`src/rtl/mm_sched_pkg.sv`:
```
// Shared types and constants for the 2x2 tile scheduler and its result buffer.
package mm_sched_pkg;

  typedef enum logic [2:0] {
    IDLE,
    START,
    COMPUTE,
    DRAIN,
    DONE
  } state_e;

  localparam int NUM_SLOTS    = 4;
  localparam int SLOT_C11     = 0;
  localparam int SLOT_C12     = 1;
  localparam int SLOT_C21     = 2;
  localparam int SLOT_C22     = 3;
  localparam int RESULT_BYTES = 4;
  localparam int TILE_BYTES   = 16;
  localparam int RESULT_SHIFT = $clog2(RESULT_BYTES);
  localparam int TILE_SHIFT   = $clog2(TILE_BYTES);

endpackage

```
`src/rtl/mm_result_buffer.sv`:
```
// Four-slot capture buffer for one tile's results, drained strictly in slot order
// through a registered valid/ready port.
module mm_result_buffer
  import mm_sched_pkg::*;
#(
  parameter int DATA_W = 32
) (
  input  logic                 clk,
  input  logic                 reset,
  input  logic                 clear,
  input  logic [NUM_SLOTS-1:0] cap_en,
  input  logic [DATA_W-1:0]    cap_data [NUM_SLOTS],
  input  logic                 out_ready,
  output logic                 out_valid,
  output logic [DATA_W-1:0]    out_data,
  output logic [1:0]           out_slot,
  output logic                 all_written
);

  logic [DATA_W-1:0]    slot_q [NUM_SLOTS];
  logic [DATA_W-1:0]    slot_d [NUM_SLOTS];
  logic [NUM_SLOTS-1:0] filled_q, filled_d;
  logic [2:0]           rd_ptr_q, rd_ptr_d;
  logic                 out_valid_q, out_valid_d;
  logic [DATA_W-1:0]    out_data_q, out_data_d;

  always_comb begin
    slot_d      = slot_q;
    filled_d    = filled_q;
    rd_ptr_d    = rd_ptr_q;
    out_valid_d = out_valid_q;
    out_data_d  = out_data_q;
    if (clear) begin
      filled_d    = '0;
      rd_ptr_d    = '0;
      out_valid_d = 1'b0;
    end else begin
      for (int i = 0; i < NUM_SLOTS; i++) begin
        if (cap_en[i]) begin
          slot_d[i]   = cap_data[i];
          filled_d[i] = 1'b1;
        end
      end
      // A slot is presented only once the previous one has been handed off.
      if (out_valid_q) begin
        if (out_ready) begin
          out_valid_d = 1'b0;
          rd_ptr_d    = rd_ptr_q + 3'd1;
        end
      end else if (!rd_ptr_q[2] && filled_q[rd_ptr_q[1:0]]) begin
        out_valid_d = 1'b1;
        out_data_d  = slot_q[rd_ptr_q[1:0]];
      end
    end
  end

  for (genvar gi = 0; gi < NUM_SLOTS; gi++) begin : g_slot
    always_ff @(posedge clk or posedge reset) begin
      if (reset) slot_q[gi] <= '0;
      else       slot_q[gi] <= slot_d[gi];
    end
  end

  always_ff @(posedge clk or posedge reset) begin
    if (reset) begin
      filled_q    <= '0;
      rd_ptr_q    <= '0;
      out_valid_q <= 1'b0;
      out_data_q  <= '0;
    end else begin
      filled_q    <= filled_d;
      rd_ptr_q    <= rd_ptr_d;
      out_valid_q <= out_valid_d;
      out_data_q  <= out_data_d;
    end
  end

  assign out_valid   = out_valid_q;
  assign out_data    = out_data_q;
  assign out_slot    = rd_ptr_q[1:0];
  assign all_written = rd_ptr_q[2];

endmodule

```
`src/rtl/mm_tile_scheduler.sv`:
```
// Job sequencer for the 2x2 matrix-multiplier core: one start pulse per tile, results
// captured and written out in order. Define MM_TILE_SCHED_PERF_EN for the perf_cycles counter.
module mm_tile_scheduler
  import mm_sched_pkg::*;
#(
  parameter int ADDR_W         = 32,
  parameter int DATA_W         = 32,
  parameter int TILE_W         = 16,
  parameter int TIMEOUT_CYCLES = 4096
) (
  input  logic              clk,
  input  logic              reset,
  input  logic              cmd_valid,
  output logic              cmd_ready,
  input  logic [16:0]       cmd_size,
  input  logic [TILE_W-1:0] cmd_tiles,
  input  logic [ADDR_W-1:0] cmd_dst_addr,
  output logic              core_start,
  output logic [16:0]       core_size,
  input  logic              core_c11ready,
  input  logic              core_c12ready,
  input  logic              core_c21ready,
  input  logic              core_c22ready,
  input  logic [DATA_W-1:0] core_C11,
  input  logic [DATA_W-1:0] core_C12,
  input  logic [DATA_W-1:0] core_C21,
  input  logic [DATA_W-1:0] core_C22,
  output logic              wr_valid,
  input  logic              wr_ready,
  output logic [ADDR_W-1:0] wr_addr,
  output logic [DATA_W-1:0] wr_data,
  output logic              busy,
  output logic              done,
  output logic              err,
  output logic [TILE_W-1:0] tiles_done
`ifdef MM_TILE_SCHED_PERF_EN
  ,
  output logic [31:0]       perf_cycles
`endif
);

  localparam int WD_W = $clog2(TIMEOUT_CYCLES + 1);

  state_e            state_q, state_d;
  logic [16:0]       size_q, size_d;
  logic [TILE_W-1:0] tiles_q, tiles_d;
  logic [TILE_W-1:0] tiles_done_q, tiles_done_d;
  logic [ADDR_W-1:0] base_q, base_d;
  logic [WD_W-1:0]   wdog_q, wdog_d;
  logic              core_start_q, core_start_d;
  logic              busy_q, busy_d;
  logic              done_q, done_d;
  logic              err_q, err_d;

  logic                 accept, timeout, all_written;
  logic [1:0]           wr_slot;
  logic [NUM_SLOTS-1:0] cap_en;
  logic [DATA_W-1:0]    cap_data [NUM_SLOTS];

  assign accept  = cmd_valid && (state_q == IDLE);
  // The watchdog counts cycles since core_start; a c22 on the last allowed cycle still wins.
  assign timeout = (state_q == COMPUTE) && !core_c22ready &&
                   (wdog_q >= WD_W'(TIMEOUT_CYCLES - 1));

  assign cap_en = {core_c22ready, core_c21ready, core_c12ready, core_c11ready} &
                  {NUM_SLOTS{state_q == COMPUTE}};
  assign cap_data[SLOT_C11] = core_C11;
  assign cap_data[SLOT_C12] = core_C12;
  assign cap_data[SLOT_C21] = core_C21;
  assign cap_data[SLOT_C22] = core_C22;

  mm_result_buffer #(.DATA_W(DATA_W)) u_buf (
    .clk         (clk),
    .reset       (reset),
    .clear       ((state_q == START) || timeout),
    .cap_en      (cap_en),
    .cap_data    (cap_data),
    .out_ready   (wr_ready),
    .out_valid   (wr_valid),
    .out_data    (wr_data),
    .out_slot    (wr_slot),
    .all_written (all_written)
  );

  always_comb begin
    state_d      = state_q;
    size_d       = size_q;
    tiles_d      = tiles_q;
    tiles_done_d = tiles_done_q;
    base_d       = base_q;
    wdog_d       = wdog_q;
    err_d        = err_q;
    case (state_q)
      IDLE: begin
        if (accept) begin
          size_d       = cmd_size;
          tiles_d      = cmd_tiles;
          base_d       = cmd_dst_addr;
          tiles_done_d = '0;
          err_d        = 1'b0;
          if ($signed(cmd_size) <= 0) begin
            err_d   = 1'b1;
            state_d = DONE;
          end else if (cmd_tiles == '0) begin
            state_d = DONE;
          end else begin
            state_d = START;
          end
        end
      end
      START: begin
        wdog_d  = WD_W'(1);
        state_d = COMPUTE;
      end
      COMPUTE: begin
        if (core_c22ready) begin
          state_d = DRAIN;
        end else if (timeout) begin
          err_d   = 1'b1;
          state_d = DONE;
        end else begin
          wdog_d = wdog_q + WD_W'(1);
        end
      end
      DRAIN: begin
        if (all_written) begin
          tiles_done_d = tiles_done_q + TILE_W'(1);
          if (({1'b0, tiles_done_q} + (TILE_W + 1)'(1)) < {1'b0, tiles_q}) state_d = START;
          else                                                              state_d = DONE;
        end
      end
      DONE:    state_d = IDLE;
      default: state_d = IDLE;
    endcase
    core_start_d = (state_d == START);
    busy_d       = (state_d == START) || (state_d == COMPUTE) || (state_d == DRAIN);
    done_d       = (state_d == DONE);
  end

  always_ff @(posedge clk or posedge reset) begin
    if (reset) begin
      state_q      <= IDLE;
      size_q       <= '0;
      tiles_q      <= '0;
      tiles_done_q <= '0;
      base_q       <= '0;
      wdog_q       <= '0;
      core_start_q <= 1'b0;
      busy_q       <= 1'b0;
      done_q       <= 1'b0;
      err_q        <= 1'b0;
    end else begin
      state_q      <= state_d;
      size_q       <= size_d;
      tiles_q      <= tiles_d;
      tiles_done_q <= tiles_done_d;
      base_q       <= base_d;
      wdog_q       <= wdog_d;
      core_start_q <= core_start_d;
      busy_q       <= busy_d;
      done_q       <= done_d;
      err_q        <= err_d;
    end
  end

  assign cmd_ready  = (state_q == IDLE);
  assign core_start = core_start_q;
  assign core_size  = size_q;
  assign busy       = busy_q;
  assign done       = done_q;
  assign err        = err_q;
  assign tiles_done = tiles_done_q;
  assign wr_addr    = base_q + (ADDR_W'(tiles_done_q) << TILE_SHIFT) +
                      (ADDR_W'(wr_slot) << RESULT_SHIFT);

`ifdef MM_TILE_SCHED_PERF_EN
  logic [31:0] perf_q, perf_d;

  always_comb begin
    perf_d = perf_q;
    if (accept)                      perf_d = '0;
    else if (busy_q && perf_q != '1) perf_d = perf_q + 32'd1;
  end

  always_ff @(posedge clk or posedge reset) begin
    if (reset) perf_q <= '0;
    else       perf_q <= perf_d;
  end

  assign perf_cycles = perf_q;
`endif

endmodule
```
`config.mk`:
```
export PLATFORM = sky130hd
export DESIGN_NAME = mm_tile_scheduler
export DESIGN_NICKNAME = d
export VERILOG_FILES = /design/src/rtl/mm_sched_pkg.sv /design/src/rtl/mm_result_buffer.sv /design/src/rtl/mm_tile_scheduler.sv
export SDC_FILE = /design/constraint.sdc
export NUM_CORES = 1
export LEC_CHECK = 0
export ABC_AREA = 1
export ABC_CLOCK_PERIOD_IN_PS = 5200
export BUFFER_PORTS_ARGS = -buffer_cell sky130_fd_sc_hd__buf_4
export CAP_MARGIN = 20
export CORE_UTILIZATION = 50
export DETAILED_ROUTE_END_ITERATION = 7
export PLACE_DENSITY_LB_ADDON = 0.2
export SYNTH_ARGS = -nofsm -noshare
export SYNTH_HDL_FRONTEND = slang
export SYNTH_HIERARCHICAL = 1
export SYNTH_SLANG_ARGS = --single-unit
```
`constraint.sdc`:
```
create_clock -name clk -period 5.2 [get_ports clk]
set_input_delay 0.26 -clock clk [delete_from_list [all_inputs] [get_ports clk]]
set_output_delay 0.26 -clock clk [all_outputs]
set_load 0.05 [all_outputs]
```
==> results.env, run 1 <==
SYNTH_FP_NETS=1882
WORST_HOLD_SLACK_NS=0.00657
TIGHTESTPINTRANSITION_NS=0.995
CLK_LATENCY_NS=0.54
INTERNAL_POWER_CONTRIBUTION_mW=5.88
SKEW_NS=0.00974
POST_SYNTH_NUM_CELL_TYPES=41
PERIOD_MINUS_SLACK_NS=3.84
DIE_X_UM=168
GRT_PASS1_WL_UM=64000
NUM_ANTENNA_CELLS=0
ANT_NETS=0
CAP_VIOL_MAX_COUNT=0
FP.DIEAREA_UM2=28200
FINALWIRELENGTH_UM=39800
DIEHEIGHT_UM=168
SYNTH_FF_TYPE='sky130_fd_sc_hd__dfrtp_1'
CTSRESIZECOUNT=0
CTS.ROOT.BUFFER_CELL='sky130_fd_sc_hd__clkbuf_16'
GRT_PASS1_VIAS=12800
POST_ROUTE_CELLS_DRIVE_ABOVE_1_SHARE_PCT=21.9
SYNTH_AREA_PER_CELL_UM2=8.38
FINALSETUPTNS_NS=0
TIMING.CRITICAL_PATH.REQUIRED_NS=4.94
CLOCK_TREE_FROM_TRITONCTS='done'
NNETSFINAL=2335
GRT_OVERFLOW_TOTAL=0
TIMING_MAX_TRANSITION_VIOLATIONS_FINAL=0
COUNT_OF_ROUTING_VIOLATIONS_AFTER_THE_OPENING_DETAILED_ROUTE_ITERATION=965
HOLD_VIOLATIONS=0
CP-END-KIND='primary output'
PEAKVDDDROP_mV=0.413
PATH_CELLS='buf_4 > ha_1 > inv_1 > fa_1 > o21ai_2 > a21boi_2 > o21ai_0 > a21oi_1 > nor2_1 > nand2_1 > nand2_1 > buf_4'
CTSHTREEMAXLEVEL=1
BOUNDARYPINS=304
SYNTH-SEQ-AREA-SHARE_PCT=48.9
STD_CELL_ROWS=60
TRITONCTS_NUM_SINKS=269
DRT_WL_CELL_UM=16.2
DP_HPWL_UM=25500
FILLERS=2076
NETSWITCHINGFRACTION_PCT=44.9
HOLD_CLASS='primary input to register'
POWER.SHARE.SEQUENTIAL_PCT=32.8
WORSTPATHMAXFANOUT=69
P_CLK_SHARE_PCT=18.5
POWER_SWITCHING_mW=4.79
YOSYS.AREA.TOP_TYPE_SHARE_PCT=48.9
MAX-CLOCK-PATH-BUFFERS=3
AVGVIACOUNTPERCELL=5.18
P_COMB_SHARE_PCT=48.6
TRITONCTS.NUM_BUFFERS=29
SYN_AREA_UM2=13800
LAYOUT_OVERHEAD_ON_THE_SYNTHESIZED_AREA_PCT=36.8
DETAIL_ROUTE.FIRST_PASS.ITERATIONS=5
ASYNC_FLOP_SHARE_PCT=100
VIA_COUNT=12800
SETUP_VIOLATIONS=0
POWER_PER_CELL_AREA_nW_PER_UM2=566
DETAIL_ROUTE.DRC_VIOLATIONS=0
NETLIST_INSTANCES=1644
CORE_AREA_UM2=27000
CRITPATHSLOWESTCELL='sky130_fd_sc_hd__buf_4'
MAX_CLOCK_FREQ_MHz=260
CRITICAL_PATH_CLASS='register to primary output'
GPL.FINAL_WEIGHTED_CONGESTION=0.872
CP_DATA_ARRIVAL_TIME_NS=3.58
WORSTSETUPSTARTPOINTTYPE='register'
TOP_CELLS_BY_AREA_IN_THE_SYNTHESIZED_NETLIST='sky130_fd_sc_hd__dfrtp_1 (49%), sky130_fd_sc_hd__nand2_1 (11%), sky130_fd_sc_hd__mux2_2 (5.2%)'
GRT_USE_TOTAL_PCT=28.4
NUMBER_OF_ENABLE_FLIP_FLOP_CELLS_AFTER_SYNTHESIS=0
P_LEAK_nW=9.69
TIMING.FINAL.CRIT_SHARE_PCT=73.9
GRT_SETUP_UNREPAIRED='no'
SYNTH_SEQ_CELLS=269
WORST_SETUP_HOLD_PATH_CLK_SLEW_NS=0.06
STATUS='finished clean'
WORST_PATH_LARGEST_CELL_DELAY_NS=0.56
TIMING.SLEW.HEADROOM_PCT=33.4
GRT_ANTENNA_BEFORE_REPAIR=0
YS.WARNINGS.COUNT=6
GRT_START_MAX_NET_PINS=73
SYNTH_TOP_AREA_CELL='sky130_fd_sc_hd__dfrtp_1'
INITIAL_CORE_UTIL_PCT=51.0
IO_BUFFER_COUNT=303
cell usage in the layout, fill, tap and decap left out, types with 2 or more instances in the layout:
master / n
sky130_fd_sc_hd__a21boi_2: 2
sky130_fd_sc_hd__a21o_1: 3
sky130_fd_sc_hd__a21oi_1: 97
sky130_fd_sc_hd__a31oi_1: 7
sky130_fd_sc_hd__buf_4: 311
sky130_fd_sc_hd__clkbuf_1: 6
sky130_fd_sc_hd__clkbuf_16: 29
sky130_fd_sc_hd__clkbuf_8: 8
sky130_fd_sc_hd__clkinv_2: 5
sky130_fd_sc_hd__clkinvlp_4: 4
sky130_fd_sc_hd__dfrtp_1: 268
sky130_fd_sc_hd__dlygate4sd3_1: 176
sky130_fd_sc_hd__ha_1: 36
sky130_fd_sc_hd__inv_1: 189
sky130_fd_sc_hd__inv_2: 7
sky130_fd_sc_hd__inv_6: 2
sky130_fd_sc_hd__mux2_2: 64
sky130_fd_sc_hd__nand2_1: 420
sky130_fd_sc_hd__nand2_2: 8
sky130_fd_sc_hd__nand3_1: 71
sky130_fd_sc_hd__nand3_2: 7
sky130_fd_sc_hd__nand4_1: 17
sky130_fd_sc_hd__nor2_1: 157
sky130_fd_sc_hd__nor2_2: 3
sky130_fd_sc_hd__nor3_1: 9
sky130_fd_sc_hd__nor3_2: 3
sky130_fd_sc_hd__nor3_4: 2
sky130_fd_sc_hd__nor4_1: 7
sky130_fd_sc_hd__o21ai_0: 117
sky130_fd_sc_hd__o21ai_1: 18
sky130_fd_sc_hd__o21ai_2: 2
sky130_fd_sc_hd__o21bai_1: 3
sky130_fd_sc_hd__o22ai_1: 6
sky130_fd_sc_hd__xnor2_1: 8
sky130_fd_sc_hd__xor2_1: 34
cells by family after synthesis:
| group | count (synthesis) | synth area share, % |
|---|---|---|
| DFF | 269 | 48.9 |
| adders and majority gates | 37 | 3.42 |
| xor gates and xnor gates | 42 | 2.67 |
| muxes | 65 | 5.30 |
| buffers and inverters | 264 | 8.34 |
| AOI/OAI and AO/OA | 259 | 9.87 |
| and+or+nand+nor | 708 | 21.5 |
critical path: cells and delay by family (launching register included):
family | cells | cell delay [ns]
AOI/OAI and AO/OA | 4 | 0.90
buffers and inverters | 3 | 0.81
adders and majority gates | 2 | 0.72
DFF | 1 | 0.34
and+or+nand+nor | 3 | 0.22
final cells by class:
cell class / instances / area [um2] / share of cell area [%]
flip-flops and latches: 269 / 6730 / 35.7
multi-input cells: 1111 / 5900 / 31.3
repair buffers: 488 / 4120 / 21.8
clock buffers: 43 / 858 / 4.55
inverters: 198 / 751 / 3.98
well taps: 341 / 427 / 2.26
clock inverters: 10 / 63.8 / 0.339
what timing repair did:
item                      CTS  global route
hold endpoints to repair  282             0
hold buffers              176             0
setup buffers               0             0
synth_stat cells, types with 2 or more instances:
| master | n |
|---|---|
| sky130_fd_sc_hd__nand3_2 | 7 |
| sky130_fd_sc_hd__clkbuf_1 | 15 |
| sky130_fd_sc_hd__nor2_1 | 157 |
| sky130_fd_sc_hd__xor2_1 | 34 |
| sky130_fd_sc_hd__mux2_2 | 64 |
| sky130_fd_sc_hd__a21oi_1 | 97 |
| sky130_fd_sc_hd__nand4_1 | 17 |
| sky130_fd_sc_hd__nor3_2 | 3 |
| sky130_fd_sc_hd__o21bai_1 | 3 |
| sky130_fd_sc_hd__ha_1 | 36 |
| sky130_fd_sc_hd__inv_1 | 191 |
| sky130_fd_sc_hd__nor4_1 | 7 |
| sky130_fd_sc_hd__nor3_1 | 9 |
| sky130_fd_sc_hd__o21ai_2 | 2 |
| sky130_fd_sc_hd__inv_2 | 7 |
| sky130_fd_sc_hd__nand2_1 | 421 |
| sky130_fd_sc_hd__nor2_2 | 3 |
| sky130_fd_sc_hd__a31oi_1 | 7 |
| sky130_fd_sc_hd__buf_4 | 20 |
| sky130_fd_sc_hd__a21o_1 | 3 |
| sky130_fd_sc_hd__o21ai_0 | 117 |
| sky130_fd_sc_hd__nor3_4 | 2 |
| sky130_fd_sc_hd__dfrtp_1 | 269 |
| sky130_fd_sc_hd__xnor2_1 | 8 |
| sky130_fd_sc_hd__buf_6 | 7 |
| sky130_fd_sc_hd__nand2_2 | 7 |
| sky130_fd_sc_hd__a21boi_2 | 2 |
| sky130_fd_sc_hd__buf_2 | 24 |
| sky130_fd_sc_hd__o22ai_1 | 6 |
| sky130_fd_sc_hd__o21ai_1 | 18 |
| sky130_fd_sc_hd__nand3_1 | 71 |
worst paths after layout:
path                                        start                 end  slack, ns  cells after the start
min in group asynchronous                   reset  u_buf/out_data[29]       0.35                      3
worst min register to register      core_size[11]       core_size[11]       0.48                      2
worst min-delay path                 core_C11[16]   u_buf/slot_q[112]      0.007                      3
max in group asynchronous                   reset    u_buf/slot_q[14]       3.58                      4
worst max-delay path            u_buf/rd_ptr_q[0]         wr_addr[24]       1.36                     12
worst max register to register          wdog_q[0]  u_buf/out_data[26]       2.29                     11
power groups by stage:
| stage | Combinational, mW | Clock [mW] | Sequential [mW] |
|---|---|---|---|
| after floorplan | 3.06 | 0 | 4.13 |
| after global placement | 4.93 | 0 | 3.49 |
| after detailed placement | 5.02 | 0 | 3.51 |
| after CTS | 5.15 | 2.01 | 3.49 |
| after global routing | 5.65 | 2.10 | 3.61 |
| final | 5.19 | 1.98 | 3.51 |
registers in the layout, summed over array words and instances (netlist names):
signal and count:
u_buf/rd_ptr_q 3, wdog_q 13, u_buf/slot_q 128, u_buf/filled_q 4
state_q 3, u_buf/out_valid 1, core_start 1, u_buf/out_data 32
done 1, tiles_q 16, base_q 32, err 1
core_size 17, tiles_done 16, busy 1
metal layers:
metal	share of wire, %	GRT usage, %	wire [um]	vias up
li1	-	-	-	6161
met1	42	36.6	16800	6070
met2	49	48.8	19400	415
met3	5.2	3.88	2090	108
met4	3.8	10.8	1500	0
met5	0	0	0	-
per-stage QoR:
step	setup WS, ns	power [mW]	instance area (um2)	util, %	std cells
after global routing	1.19	11.4	18800	69.7	2460
final	1.36	10.7	18800	69.7	2460
after global placement	2.01	8.42	16100	59.7	2230
after floorplan	0.393	7.18	13800	-	1644
after CTS	1.39	10.6	18800	69.7	2459
after detailed placement	1.97	8.53	16100	59.7	2230
No activity file was read; power rests on OpenSTA's default activity.
==> run 2: changes to the inputs <==
--- a/config.mk
+++ b/config.mk
@@ -6,7 +6,7 @@
 export NUM_CORES = 1
 export LEC_CHECK = 0
 export ABC_AREA = 1
-export ABC_CLOCK_PERIOD_IN_PS = 5200
+export ABC_CLOCK_PERIOD_IN_PS = 3200
 export BUFFER_PORTS_ARGS = -buffer_cell sky130_fd_sc_hd__buf_4
 export CAP_MARGIN = 20
 export CORE_UTILIZATION = 50
==> constraint.sdc (replaced) <==
create_clock -name clk -period 3.2 [get_ports clk]
set_input_delay 0.16 -clock clk [delete_from_list [all_inputs] [get_ports clk]]
set_output_delay 0.16 -clock clk [all_outputs]
set_load 0.05 [all_outputs]
==> run 2 against run 1 <==
Non-clock buffer count is 32 higher. Final cell count is 1.4% higher. Critical endpoint is now wr_addr[25]. Core utilization is 1.7 points higher. Critical path depth is 4 lower. Routed wire length is 2.7% higher. Largest power group unchanged. Clock skew is 0.0067 ns higher. Global-route usage is 0.50 points higher. Register-to-register slack worse by 1.9 ns. Worst hold slack better by 0.14 ns.
==> results.env, run 2 (synthesis gave the netlist of run 1 again) <==
NNETSFINAL=2369
CRITICAL_PATH.TOP_DELAY_FAMILY='compound AO/OA/AOI/OAI gates'
DIE_X_UM=168
DIEHEIGHT_UM=168
HOLD_VIOLATIONS=0
WORSTSETUPSTARTPOINTTYPE='register'
LAYOUT.CELLS.MOST_COMMON='sky130_fd_sc_hd__nand2_1'
CLK_LATENCY_NS=0.57
AVGVIACOUNTPERCELL=5.19
CP_DATA_ARRIVAL_TIME_NS=2.81
PATH_CELLS='ha_1 > a21oi_1 > o21ai_0 > a31oi_1 > nand3_1 > nand2_1 > xor2_1 > buf_4'
FINALSETUPTNS_NS=0
CORE_AREA_UM2=27000
FINALWIRELENGTH_UM=40900
PEAKVDDDROP_mV=0.560
CAP_VIOL_MAX_COUNT=0
LAYOUT_OVERHEAD_ON_THE_SYNTHESIZED_AREA_PCT=40.1
DP_HPWL_UM=26000
MAX-CLOCK-PATH-BUFFERS=3
TRITONCTS_NUM_SINKS=269
ANT_NETS=0
INITIAL_CORE_UTIL_PCT=51.0
MAX_CLOCK_FREQ_MHz=337
TRITONCTS.NUM_BUFFERS=31
TIMING.CRITICAL_PATH.REQUIRED_NS=3.04
CTSHTREEMAXLEVEL=1
NUMBER_OF_FLIP_FLOPS_IN_THE_LARGEST_REGISTER=128
GRT_ANTENNA_BEFORE_REPAIR=1
POWER_PER_CELL_AREA_nW_PER_UM2=927
FILLERS=1986
CTS.ROOT.BUFFER_CELL='sky130_fd_sc_hd__clkbuf_16'
COUNT_OF_ROUTING_VIOLATIONS_AFTER_THE_OPENING_DETAILED_ROUTE_ITERATION=807
DRT_WL_CELL_UM=16.4
CRITICAL_PATH_BUF_INV_COUNT=1
VIA_COUNT=12900
FP.DIEAREA_UM2=28200
CRITICAL_PATH_CLASS='register to primary output'
REGISTERS.TOP_BY_FF_COUNT='u_buf/slot_q'
GRT_SETUP_UNREPAIRED='no'
TIGHTESTPINTRANSITION_NS=0.781
SKEW_NS=0.0164
WORST_PATH_LARGEST_CELL_DELAY_NS=0.47
TIMING.SLEW.HEADROOM_PCT=47.9
GRT_START_MAX_NET_PINS=122
TIMING.FINAL.CRIT_SHARE_PCT=92.8
GRT_PASS1_VIAS=13300
FINAL_CORE_UTILIZATION_PCT=71.4
GRT_PASS1_WL_UM=66000
STATUS='finished clean'
GRT_OVERFLOW_TOTAL=0
TIMING_MAX_TRANSITION_VIOLATIONS_FINAL=0
RR_STARTPOINT='tiles_done[1]'
HOLD_CLASS='primary input to async pin'
CRITPATHSLOWESTCELL='sky130_fd_sc_hd__dfrtp_1'
DETAIL_ROUTE.DRC_VIOLATIONS=0
CLOCK_TREE_FROM_TRITONCTS='done'
CRITICAL_PATH.STARTPOINT='tiles_done[12]'
SETUP_VIOLATIONS=0
CP-END-KIND='primary output'
GRT_USE_TOTAL_PCT=28.9
BOUNDARYPINS=304
GPL.FINAL_WEIGHTED_CONGESTION=0.888
WORST_SETUP_HOLD_PATH_CLK_SLEW_NS=0.06
P_LEAK_nW=9.90
IO_BUFFER_COUNT=303
POST_ROUTE_CELLS_DRIVE_ABOVE_1_SHARE_PCT=22.1
WORSTPATHMAXFANOUT=6
DETAIL_ROUTE.FIRST_PASS.ITERATIONS=5
STD_CELL_ROWS=60
LAYOUT_COMMON_CELLS='sky130_fd_sc_hd__nand2_1 (420), sky130_fd_sc_hd__buf_4 (317), sky130_fd_sc_hd__dfrtp_1 (267)'
PERIOD_MINUS_SLACK_NS=2.97
-- run 2: cell count changes in the layout (fill, tap and decap cells not counted), moves of 3 or more --
cell                            delta
sky130_fd_sc_hd__dlygate4sd3_1    +22
sky130_fd_sc_hd__buf_4             +6
sky130_fd_sc_hd__buf_12            +3
sky130_fd_sc_hd__clkbuf_8          -3
sky130_fd_sc_hd__bufinv_16         +3
-- run 2: power breakdown --
group | internal [mW] | switching [mW] | leakage [nW]
sequential | 4.93 | 0.807 | 3.21
combinational | 2.89 | 5.73 | 6.19
clock | 2.13 | 1.42 | 0.506
-- run 2: worst min-delay path, cell delays in order --
cell                            delay [ns]
sky130_fd_sc_hd__dlygate4sd3_1        0.57
sky130_fd_sc_hd__buf_4                0.17
sky130_fd_sc_hd__inv_4                0.20
-- run 2: final timing paths --
path                       slack (ns)                 to  depth (start not counted)
setup / recovery                 0.23        wr_addr[25]                          8
hold / removal                   0.15          base_q[4]                          3
setup reg to reg                 0.37               busy                         17
hold reg to reg                  0.48  u_buf/filled_q[2]                          2
max in group asynchronous        2.13       core_size[5]                          5
min in group clk                 0.31  u_buf/filled_q[2]                          6
-- run 2: through the flow --
step                      instances  instance area (um2)  hold slack (ns)  setup slack, ns  power [mW]
after global placement         2240                16300            0.355            0.481        13.8
after detailed placement       2240                16300            0.360            0.388        14.0
after floorplan                1644                13800            0.267            0.376        11.7
after CTS                      2493                19300            0.297            0.106        17.8
after global routing           2495                19300            0.165           0.0258        19.0
final                          2495                19300            0.148            0.229        17.9
-- run 2: repair_timing --
action                                  4_1_cts  5_1_grt
hold buffers                                198        0
endpoints found under the setup margin        0        5
setup buffers                                 0        0
resized for setup                             0        3
hold endpoints to repair                    458        0
-- run 2: layout make-up --
| class | instances | area (um2) | share of cell area, % |
|---|---|---|---|
| antenna | 1 | 2.50 | 0.0130 |
| sequential | 269 | 6730 | 34.9 |
| clock inverter | 12 | 153 | 0.791 |
| multi-input combinational | 1111 | 5900 | 30.6 |
| clock buffer | 43 | 871 | 4.51 |
| tap | 341 | 427 | 2.21 |
| timing repair buffer | 520 | 4470 | 23.2 |
| inverter | 198 | 749 | 3.88 |
-- run 2: routing by layer --
| metal | track usage [%] | share of wire [%] | up-vias |
|---|---|---|---|
| met2 | 50.7 | 49 | 453 |
| met3 | 4.84 | 5.8 | 105 |
| met1 | 35.6 | 41 | 6147 |
| met5 | 0 | 0 | - |
| li1 | - | - | 6238 |
| met4 | 11.5 | 3.4 | 0 |
==> run 3: changes to the inputs <==
--- a/config.mk
+++ b/config.mk
@@ -14,5 +14,4 @@
 export PLACE_DENSITY_LB_ADDON = 0.2
 export SYNTH_ARGS = -nofsm -noshare
 export SYNTH_HDL_FRONTEND = slang
-export SYNTH_HIERARCHICAL = 1
 export SYNTH_SLANG_ARGS = --single-unit
==> run 3 against run 2 <==
Clock skew down 0.0021 ns. Routed wire length up 5.3%. Sequential power up 2%. Largest cell class unchanged. Non-clock buffer count down 1. Sequential share of layout area down 0.46 points. Setup slack worse by 0.026 ns. Critical path depth up 2. Register-to-register slack better by 0.17 ns. Die area up 1.9%. Sequential cell count unchanged. Synthesized cell count up 2.9%. Core utilization up 0.35 points.
==> results.env, run 3 <==
GRT_ANTENNA_BEFORE_REPAIR=0
TOTAL_POWER_mW=18.2
ANT_NETS=0
NETSWITCHINGFRACTION_PCT=45.1
CP_DATA_ARRIVAL_TIME_NS=2.84
GRT_OVERFLOW_TOTAL=0
ASYNC_FLOP_SHARE_PCT=100
COUNT_OF_ROUTING_VIOLATIONS_AFTER_THE_OPENING_DETAILED_ROUTE_ITERATION=1173
STATUS='finished clean'
NUM_ANTENNA_CELLS=0
LAYOUT.CELLS.MOST_COMMON='sky130_fd_sc_hd__nand2_1'
CTSHTREEMAXLEVEL=1
CORE_AREA_UM2=27300
CRITICAL_PATH_CLASS='register to primary output'
IO_BUFFER_COUNT=303
YOSYS.AREA.TOP_TYPE_SHARE_PCT=47.9
INSTANCES_NO_FILL=2560
P_COMB_SHARE_PCT=48.4
DETAIL_ROUTE.DRC_VIOLATIONS=0
DETAIL_ROUTE.FIRST_PASS.ITERATIONS=6
PEAKVDDDROP_mV=0.862
PATH_CELLS='ha_1 > a21oi_2 > nor2_1 > nor2_1 > nor2_1 > o21ai_0 > nand3_1 > nand2_1 > xor2_1 > buf_4'
P_LEAK_nW=10.1
WORSTPATHMAXFANOUT=6
SKEW_NS=0.0143
YS.WARNINGS.COUNT=0
SYNTH-SEQ-AREA-SHARE_PCT=47.9
YOSYS-TOP-CELLS-COUNT='sky130_fd_sc_hd__nand2_1 (533), sky130_fd_sc_hd__dfrtp_1 (269), sky130_fd_sc_hd__inv_1 (208)'
LAYOUT_COMMON_CELLS='sky130_fd_sc_hd__nand2_1 (532), sky130_fd_sc_hd__buf_4 (315), sky130_fd_sc_hd__dfrtp_1 (268)'
DIE_X_UM=170
POST_SYNTH_NUM_CELL_TYPES=44
TIMING.CRITICAL_PATH.REQUIRED_NS=3.04
CAP_VIOL_MAX_COUNT=0
MAX_CLOCK_FREQ_MHz=334
NETLIST_INSTANCES=1691
PLACE.DETAILED.INSTANCES=2312
NUMBER_OF_ENABLE_FLIP_FLOP_CELLS_AFTER_SYNTHESIS=0
TIGHTESTPINTRANSITION_NS=0.862
TIMING.SLEW.HEADROOM_PCT=42.4
MAX-CLOCK-PATH-BUFFERS=3
POST_ROUTE_CELLS_DRIVE_ABOVE_1_SHARE_PCT=23.5
POWER_PER_CELL_AREA_nW_PER_UM2=930
CP-END-KIND='primary output'
GRT_START_MAX_NET_PINS=70
CLK_LATENCY_NS=0.55
TOP_CELLS_BY_AREA_IN_THE_SYNTHESIZED_NETLIST='sky130_fd_sc_hd__dfrtp_1 (48%), sky130_fd_sc_hd__nand2_1 (14%), sky130_fd_sc_hd__inv_1 (5.6%)'
PERIOD_MINUS_SLACK_NS=3.00
FP.DIEAREA_UM2=28800
STD_CELL_ROWS=60
HOLD_VIOLATIONS=0
GRT_PASS1_WL_UM=68600
DP_HPWL_UM=26600
POWER.SHARE.SEQUENTIAL_PCT=32.0
SYNTH_SEQ_CELLS=269
INTERNAL_POWER_CONTRIBUTION_mW=9.99
DRT_WL_CELL_UM=16.8
GRT_PASS1_VIAS=13600
GPL.FINAL_WEIGHTED_CONGESTION=0.989
BOUNDARYPINS=304
WORST_HOLD_SLACK_NS=0.0421
HOLD_CLASS='primary input to register'
SYNTH_FP_NETS=1929
SYNTH_FF_TYPE='sky130_fd_sc_hd__dfrtp_1'
WORST_PATH_LARGEST_CELL_DELAY_NS=0.47
TRITONCTS_NUM_SINKS=269
DIEHEIGHT_UM=170
CTS.ROOT.BUFFER_CELL='sky130_fd_sc_hd__clkbuf_16'
WORSTSETUPSTARTPOINTTYPE='register'
CP_COMMON_CELL='sky130_fd_sc_hd__nor2_1'
FINAL.SETUP.WORST_SLACK_NS=0.203
VIA_COUNT=13300
FILLERS=2044
TIMING.FINAL.CRIT_SHARE_PCT=93.7
FINALWIRELENGTH_UM=43000
GRT_SETUP_UNREPAIRED='no'
SETUP_VIOLATIONS=0
SYNTH_TOP_AREA_CELL='sky130_fd_sc_hd__dfrtp_1'
SYNTH_AREA_PER_CELL_UM2=8.30
POWER_SWITCHING_mW=8.21
FINAL_CORE_UTILIZATION_PCT=71.8
CRITPATHSLOWESTCELL='sky130_fd_sc_hd__dfrtp_1'
P_CLK_SHARE_PCT=19.6
WORST_SETUP_HOLD_PATH_CLK_SLEW_NS=0.06
NUMBER_OF_FLIP_FLOPS_IN_THE_LARGEST_REGISTER=128
YOSYSMOSTFREQUENTCELL='sky130_fd_sc_hd__nand2_1'
REGISTERS.TOP_BY_FF_COUNT='u_buf.slot_q'
LAYOUT_OVERHEAD_ON_THE_SYNTHESIZED_AREA_PCT=39.3
TIMING_MAX_TRANSITION_VIOLATIONS_FINAL=0
AVGVIACOUNTPERCELL=5.21
NNETSFINAL=2405
TRITONCTS.NUM_BUFFERS=29
GRT_USE_TOTAL_PCT=30.2
PLACE_WS_NS=0.590
INITIAL_CORE_UTIL_PCT=51.5
CLOCK_TREE_FROM_TRITONCTS='done'
SYN_AREA_UM2=14000
-- run 3: cell count changes after synthesis, moves of 9 or more --
cell	change
sky130_fd_sc_hd__clkbuf_1	+19
sky130_fd_sc_hd__nand2_2	+44
sky130_fd_sc_hd__nand3_1	-27
sky130_fd_sc_hd__nor2_1	-94
sky130_fd_sc_hd__o21ai_2	+62
sky130_fd_sc_hd__nand2_1	+112
sky130_fd_sc_hd__buf_2	-14
sky130_fd_sc_hd__o21ai_0	-10
sky130_fd_sc_hd__buf_4	-17
sky130_fd_sc_hd__mux2_2	-64
sky130_fd_sc_hd__a32o_1	+32
sky130_fd_sc_hd__inv_1	+17
sky130_fd_sc_hd__a21oi_1	-30
sky130_fd_sc_hd__o21ai_1	+9
-- run 3: cell families (layout without fill, tap and decap cells) --
group           Yosys count  in the layout  synth area share [%]
compound gates          314            314                  14.3
simple gates            738            738                  22.3
fa+ha+maj                37             37                  3.35
xor+xnor                 48             48                  2.99
flops                   269            269                  47.9
buf+inv                 285            782                  9.07
-- run 3: timing repair --
item / in CTS / in global routing
endpoints found under the setup margin: 0 / 3
setup buffers: 0 / 0
hold buffers: 196 / 0
gates resized for setup: 0 / 5
endpoints found under the hold margin: 228 / 0
-- run 3: worst paths after layout --
path                       cells past startpoint            endpoint        startpoint  slack [ns]
setup / recovery                              10         wr_addr[27]     tiles_done[4]        0.20
hold / removal                                 3   u_buf.filled_q[0]     core_c11ready        0.04
setup reg to reg                               9  u_buf.out_data[25]         wdog_q[0]        0.54
hold reg to reg                                2    u_buf.slot_q[18]  u_buf.slot_q[18]        0.47
max in group asynchronous                      4   u_buf.slot_q[108]             reset        1.94
min in group asynchronous                      3  u_buf.out_data[25]             reset        0.35
-- run 3: final cells by class --
type / instances / area [um2] / area share, %
Clock buffer: 41 / 861 / 4.40
Timing Repair Buffer: 519 / 4490 / 22.9
Multi-Input combinational cell: 1137 / 6060 / 31.0
Clock inverter: 11 / 161 / 0.825
Sequential cell: 269 / 6730 / 34.4
Tap cell: 372 / 465 / 2.38
Inverter: 211 / 796 / 4.07
-- run 3: critical path: cells and delay by family, from the launching register on --
kind	cells	cell delay, ns
and+or+nand+nor	5	0.58
DFF	1	0.47
adders and majority gates	1	0.43
AOI/OAI and AO/OA	2	0.38
buffers and inverters	1	0.23
xor gates and xnor gates	1	0.20
-- run 3: metrics by stage --
step           cell area [um2]  setup TNS [ns]
6_report                 19600               0
5_1_grt                  19600               0
3_5_place_dp             16600               0
3_3_place_gp             16600               0
2_1_floorplan            14000         -138.12
4_1_cts                  19500               0
-- run 3: power groups by stage --
stage,clock network (mW),registers [mW],logic (mW)
2_1_floorplan,0,6.67,5.26
3_3_place_gp,0,5.77,8.34
3_5_place_dp,0,5.81,8.48
4_1_cts,3.61,5.78,8.72
5_1_grt,3.77,5.98,9.54
6_report,3.58,5.82,8.80
-- run 3: metal layers --
metal	routed length, um	global-route usage, %	vias to the layer above
li1	-	-	6351
met1	18500	39.2	6296
met2	20300	50.9	578
met3	2580	4.48	117
met4	1590	11.7	0
met5	0	0	-
